## src/rtl/pong_pkg.sv

```systemverilog
// rtl/pong_pkg.sv - shared stream field indices, goal FSM encoding and widths
package pong_pkg;

    localparam int STREAM_W = 26;

    localparam int ACT    = 25;
    localparam int VS     = 24;
    localparam int HS     = 23;
    localparam int X_HI   = 22;
    localparam int X_LO   = 13;
    localparam int Y_HI   = 12;
    localparam int Y_LO   = 3;
    localparam int RGB_HI = 2;
    localparam int RGB_LO = 0;

    typedef enum logic [1:0] {
        ARMED      = 2'd0,
        SCORED     = 2'd1,
        WAIT_CLEAR = 2'd2
    } goal_state_t;

endpackage

```

## src/rtl/goal_side.sv

```systemverilog
// rtl/goal_side.sv - per-side hit counter, frame evaluation and one-frame score pulse
module goal_side
    import pong_pkg::*;
#(
    parameter logic [7:0] min_pix = 8'd4
) (
    input  logic px_clk,
    input  logic reset,
    input  logic en,
    input  logic hit_px,
    input  logic frame_end,
    output logic goal
);

    logic [7:0]  r_count;
    goal_state_t r_state;
    logic        r_goal;

    logic [7:0]  w_count_inc;
    logic        w_hit_frame;

    // Saturating count including this cycle's pixel, so a hit on the frame_end cycle still counts
    always_comb begin
        w_count_inc = (r_count != 8'hFF) ? (r_count + {7'd0, hit_px}) : r_count;
        w_hit_frame = (w_count_inc >= min_pix);
    end

    // Counter, FSM and registered output; the output is the registered "next state is SCORED"
    // so it rises the cycle after frame_end and stays high for exactly one frame
    always_ff @(posedge px_clk or negedge reset) begin
        if (!reset) begin
            r_count <= 8'd0;
            r_state <= ARMED;
            r_goal  <= 1'b0;
        end else if (!en) begin
            r_count <= 8'd0;
            r_state <= ARMED;
            r_goal  <= 1'b0;
        end else if (frame_end) begin
            r_count <= 8'd0;
            case (r_state)
                ARMED: begin
                    if (w_hit_frame) begin
                        r_state <= SCORED;
                        r_goal  <= 1'b1;
                    end else begin
                        r_goal  <= 1'b0;
                    end
                end
                SCORED: begin
                    r_state <= WAIT_CLEAR;
                    r_goal  <= 1'b0;
                end
                WAIT_CLEAR: begin
                    if (!w_hit_frame) begin
                        r_state <= ARMED;
                    end
                    r_goal <= 1'b0;
                end
                default: begin
                    r_state <= ARMED;
                    r_goal  <= 1'b0;
                end
            endcase
        end else begin
            r_count <= w_count_inc;
        end
    end

    assign goal = r_goal;

endmodule

```

## src/rtl/goal_detector.sv

```systemverilog
// rtl/goal_detector.sv - stream pass-through with left/right goal strip ball detection
module goal_detector
    import pong_pkg::*;
#(
    parameter logic [2:0] ball_color = 3'b010,
    parameter logic [9:0] goal_w     = 10'd4,
    parameter logic [9:0] h_active   = 10'd640,
    parameter logic [7:0] min_pix    = 8'd4
) (
    input  logic                px_clk,
    input  logic                reset,
    input  logic                en,
    input  logic [STREAM_W-1:0] strRGB_i,
    output logic [STREAM_W-1:0] strRGB_o,
    output logic                goal_l,
    output logic                goal_r
);

    localparam logic [9:0] RIGHT_X = h_active - goal_w;

    logic [STREAM_W-1:0] r_stream;
    logic                r_vs_prev;

    logic [9:0] w_x;
    logic       w_ball;
    logic       w_hit_l;
    logic       w_hit_r;
    logic       w_frame_end;

    // Strip decode and vsync rising-edge strobe, all on the incoming pixel
    always_comb begin
        w_x         = strRGB_i[X_HI:X_LO];
        w_ball      = strRGB_i[ACT] && (strRGB_i[RGB_HI:RGB_LO] == ball_color);
        w_hit_l     = w_ball && (w_x < goal_w);
        w_hit_r     = w_ball && (w_x >= RIGHT_X);
        w_frame_end = strRGB_i[VS] && !r_vs_prev;
    end

    // One-cycle stream delay and previous vsync; independent of en
    always_ff @(posedge px_clk or negedge reset) begin
        if (!reset) begin
            r_stream  <= '0;
            r_vs_prev <= 1'b0;
        end else begin
            r_stream  <= strRGB_i;
            r_vs_prev <= strRGB_i[VS];
        end
    end

    assign strRGB_o = r_stream;

    goal_side #(.min_pix(min_pix)) u_side_l (
        .px_clk    (px_clk),
        .reset     (reset),
        .en        (en),
        .hit_px    (w_hit_l),
        .frame_end (w_frame_end),
        .goal      (goal_l)
    );

    goal_side #(.min_pix(min_pix)) u_side_r (
        .px_clk    (px_clk),
        .reset     (reset),
        .en        (en),
        .hit_px    (w_hit_r),
        .frame_end (w_frame_end),
        .goal      (goal_r)
    );

endmodule

```

## config.mk

```make
export PLATFORM = sky130hd
export DESIGN_NAME = goal_detector
export DESIGN_NICKNAME = d
export VERILOG_FILES = /design/src/rtl/pong_pkg.sv /design/src/rtl/goal_side.sv /design/src/rtl/goal_detector.sv
export SDC_FILE = /design/constraint.sdc
export NUM_CORES = 1
export LEC_CHECK = 0
export CORE_MARGIN = 1.5
export CORE_UTILIZATION = 50
export DETAILED_ROUTE_END_ITERATION = 10
export GPL_TIMING_DRIVEN = 0
export HOLD_SLACK_MARGIN = 0.05
export PLACE_DENSITY = 0.86
export SETUP_SLACK_MARGIN = 0.05
export SLEW_MARGIN = 20
export SYNTH_ARGS = -nofsm -noshare
export SYNTH_HDL_FRONTEND = slang
export SYNTH_HIERARCHICAL = 1
export SYNTH_SLANG_ARGS = --single-unit
```

## constraint.sdc

```tcl
create_clock -name px_clk -period 4.3 [get_ports px_clk]
set_clock_uncertainty 0.2 [all_clocks]
set_input_delay 0.645 -clock px_clk [delete_from_list [all_inputs] [get_ports px_clk]]
set_output_delay 0.645 -clock px_clk [all_outputs]
set_load 0.1 [all_outputs]
```

==> flow_metrics.tcl <==
set metrics [dict create \
    outcome "completed" \
    post_drt_wl_per_cell_um 13.83 \
    synth_top_cells_by_count "dfrtp_1, nor2_1, nand2_1" \
    critPathMaxFanout 5 \
    antennaDiodeCount 0 \
    nets 259 \
    drt-pass1-iter-count 4 \
    fin_area_mm2 0.002653 \
    rows 22 \
    async_flop_share 1.000 \
    layout-drive-gt1-share 0.1057 \
    slew_violations 0 \
    synth_warnings 6 \
    ys_types 27 \
    fillers 270 \
    clkPwrFrac 0.330 \
    critPathLaunchType "primary input" \
    reg2reg_depth 7 \
    seq_power_share 0.492 \
    clock_sinks 48 \
    worstHoldPathType "in -> async" \
    grt_max_degree 31 \
    dp_slack_ns 0.9895 \
    drc 0 \
    worst-path-buf-inv 1 \
    worst_path_max_delay_cell "clkdlybuf4s50_1" \
    period_needed_ns 3.031 \
    crit_top_cell "ha_1" \
    grt_usage 0.2041 \
    clk_path_buf_depth 2 \
    hold_violations 0 \
    irDropWorstVdd_v 0.0002852 \
    endpoint "u_side_r/goal" \
    fin_total_pwr_mw 0.9482 \
    num_io_pins 57 \
    crit_type "in -> reg" \
    postSynthAreaPerCell_um2 11.79 \
    globalRouteOverflowTotal 0 \
    finalSetupViolCount 0 \
    critical-path-max-stage-delay_ns 0.44 \
    cts_buffers 5 \
    place_area_mm2 0.002545 \
    synth_top_area_frac 0.6291 \
    die_y_um 64.80 \
    r2r-end "u_side_r/goal" \
    synth_cells 162 \
    crit_path_end_kind "flop" \
    synth-seq-area-share 0.6291 \
    path_cells "clkdlybuf4s50_1, nand3_1, nor2_1, o311a_1, ha_1, ha_1, or2_2, o21ai_0, a21oi_1, nor4b_2, o21ai_1" \
    cp.arrival_ns 3.01 \
    via_per_inst 5.069 \
    syn_nets 195 \
    max_cap_violations 0 \
    reg2reg_from "u_side_r/r_count[0]" \
    required_ns 4.27 \
    wl_mm 3.802 \
    combPwrFrac 0.178 \
    netlist_area_mm2 0.001909 \
    drtAntennaViolNets 0 \
    grt_pass1_vias 1384 \
    setup_slack_ns 1.270 \
    yosysTopAreaCell "dfrtp_1" \
    critPathTopFamily "simple AND/OR/NAND/NOR gates" \
    setup_tns_ns 0 \
    synth.area.top_cells "dfrtp_1, nor2_1, nand2_1" \
    period_share 0.7048 \
    switchingPower_mw 0.2649 \
    ys.flop_type "dfrtp_1" \
    fp.dieArea_mm2 0.004198 \
    start_util 0.5215 \
    cts-root-buf "clkbuf_8" \
    cp.depth 11 \
    drt-initial-drc-count 82 \
    p_sw_frac 0.2794 \
    portBuffers 56 \
    clkLatencyLatePin_ns 0.30 \
    clkSlewWorstSetupHoldPaths_ns 0.08 \
    leakagePower_nw 1.155 \
    ys_ff_latch 48 \
    grt_pass1_wl_mm 6.341 \
    antenna_found_initial 0 \
    cp-startpoint "strRGB_i[18]" \
    htree_levels 2 \
    p_int_mw 0.6832 \
    synth_edf_count 0 \
    cts_resized 0 \
    rsz0062_at_grt "no" \
    fp.dieW_um 64.80 \
    coreArea_mm2 0.003661 \
    dp_hpwl_mm 2.887 \
    r2r_slack_ns 2.15 \
    tightest_slew_ns 0.9878 \
    fmax_mhz 330.0 \
    pwr_density_cell_mw_per_mm2 357.5 \
    gp_congestion 0.7730 \
    num_vias 1394 \
    post-cts-setup-buffers 0 \
    timing.max_slew.rel_slack 0.3394 \
    synth.most_common_cell "dfrtp_1" \
    cts_tree "built" \
    hold_buffers 0 \
    syn_to_final_growth_pct 38.93 \
]
[worst min-delay path by stage]
stage / startpoint / cells past startpoint / endpoint
5_1_grt: reset / 1 / strRGB_o[14]
3_5_place_dp: u_side_r/goal / 2 / u_side_r/goal
4_1_cts: reset / 1 / strRGB_o[14]
6_report: reset / 1 / strRGB_o[14]
3_3_place_gp: u_side_l/goal / 2 / u_side_l/goal
2_1_floorplan: reset / 0 / strRGB_o[0]
[layout make-up]
class | count | area (um^2) | share of cell area
sequential | 48 | 1201 | 0.4528
multi-input combinational | 113 | 700.7 | 0.2642
timing repair buffer | 57 | 575.6 | 0.2170
clock buffer | 6 | 72.57 | 0.02736
tap | 48 | 60.06 | 0.02264
clock inverter | 2 | 35.03 | 0.01321
buffer | 1 | 7.507 | 0.002830
[cell families (layout without fill, tap and decap cells)]
kind of cell,Yosys count,after routing,synth area share
simple gates,80,80,0.2280
flops,48,48,0.6291
compound gates,19,19,0.05898
xor+xnor,6,6,0.02752
fa+ha+maj,4,4,0.02621
mux,4,4,0.02621
buf+inv,1,66,0.003933
[cells in the final DEF (no fill, tap or decap), drive strengths merged, types with 2 or more instances in the layout]
| master | netlist | final |
|---|---|---|
| dfrtp | 48 | 48 |
| a32oi | 2 | 2 |
| nand2 | 19 | 19 |
| buf | 1 | 3 |
| mux2 | 2 | 2 |
| and4 | 2 | 2 |
| o21ai | 6 | 6 |
| o31ai | 2 | 2 |
| or2 | 4 | 4 |
| nor2b | 7 | 7 |
| and2 | 4 | 4 |
| mux2i | 2 | 2 |
| ha | 4 | 4 |
| nor4b | 2 | 2 |
| clkbuf | 0 | 6 |
| clkdlybuf4s50 | 0 | 55 |
| nand3b | 2 | 2 |
| nor4 | 2 | 2 |
| nor2 | 21 | 21 |
| a21oi | 8 | 8 |
| xor2 | 6 | 6 |
| nand3 | 11 | 11 |
| nand2b | 4 | 4 |
[registers in the layout (all words and copies together) (netlist names)]
signal	flops
strRGB_o	26
u_side_r/r_count	8
u_side_l/goal	1
u_side_r/goal	1
u_side_l/r_count	8
u_side_l/r_state	2
u_side_r/r_state	2
[stage by stage]
| stage | cells | hold slack [ns] | utilization |
|---|---|---|---|
| finish | 275 | 0.07532 | 0.7245 |
| global route | 275 | 0.1038 | 0.7245 |
| CTS | 275 | 0.08593 | 0.7245 |
| detailed placement | 267 | 0.2843 | 0.6951 |
| global placement | 266 | 0.2768 | 0.6910 |
| floorplan | 162 | 0.1494 | - |
[power groups by stage]
stage               Combinational, mW  Sequential [mW]  Clock (mW)
global route                    0.175            0.468       0.338
global placement                0.166            0.475           0
detailed placement              0.170            0.476           0
CTS                             0.170            0.467       0.319
floorplan                      0.0117            0.565           0
finish                          0.169            0.466       0.313
[per-layer routing]
metal,wire (um),GRT usage
met5,0,0
met4,108,0.07713
met3,135,0.07292
met2,2079,0.3505
met1,1479,0.2327
(Power assumes the default switching activity.)
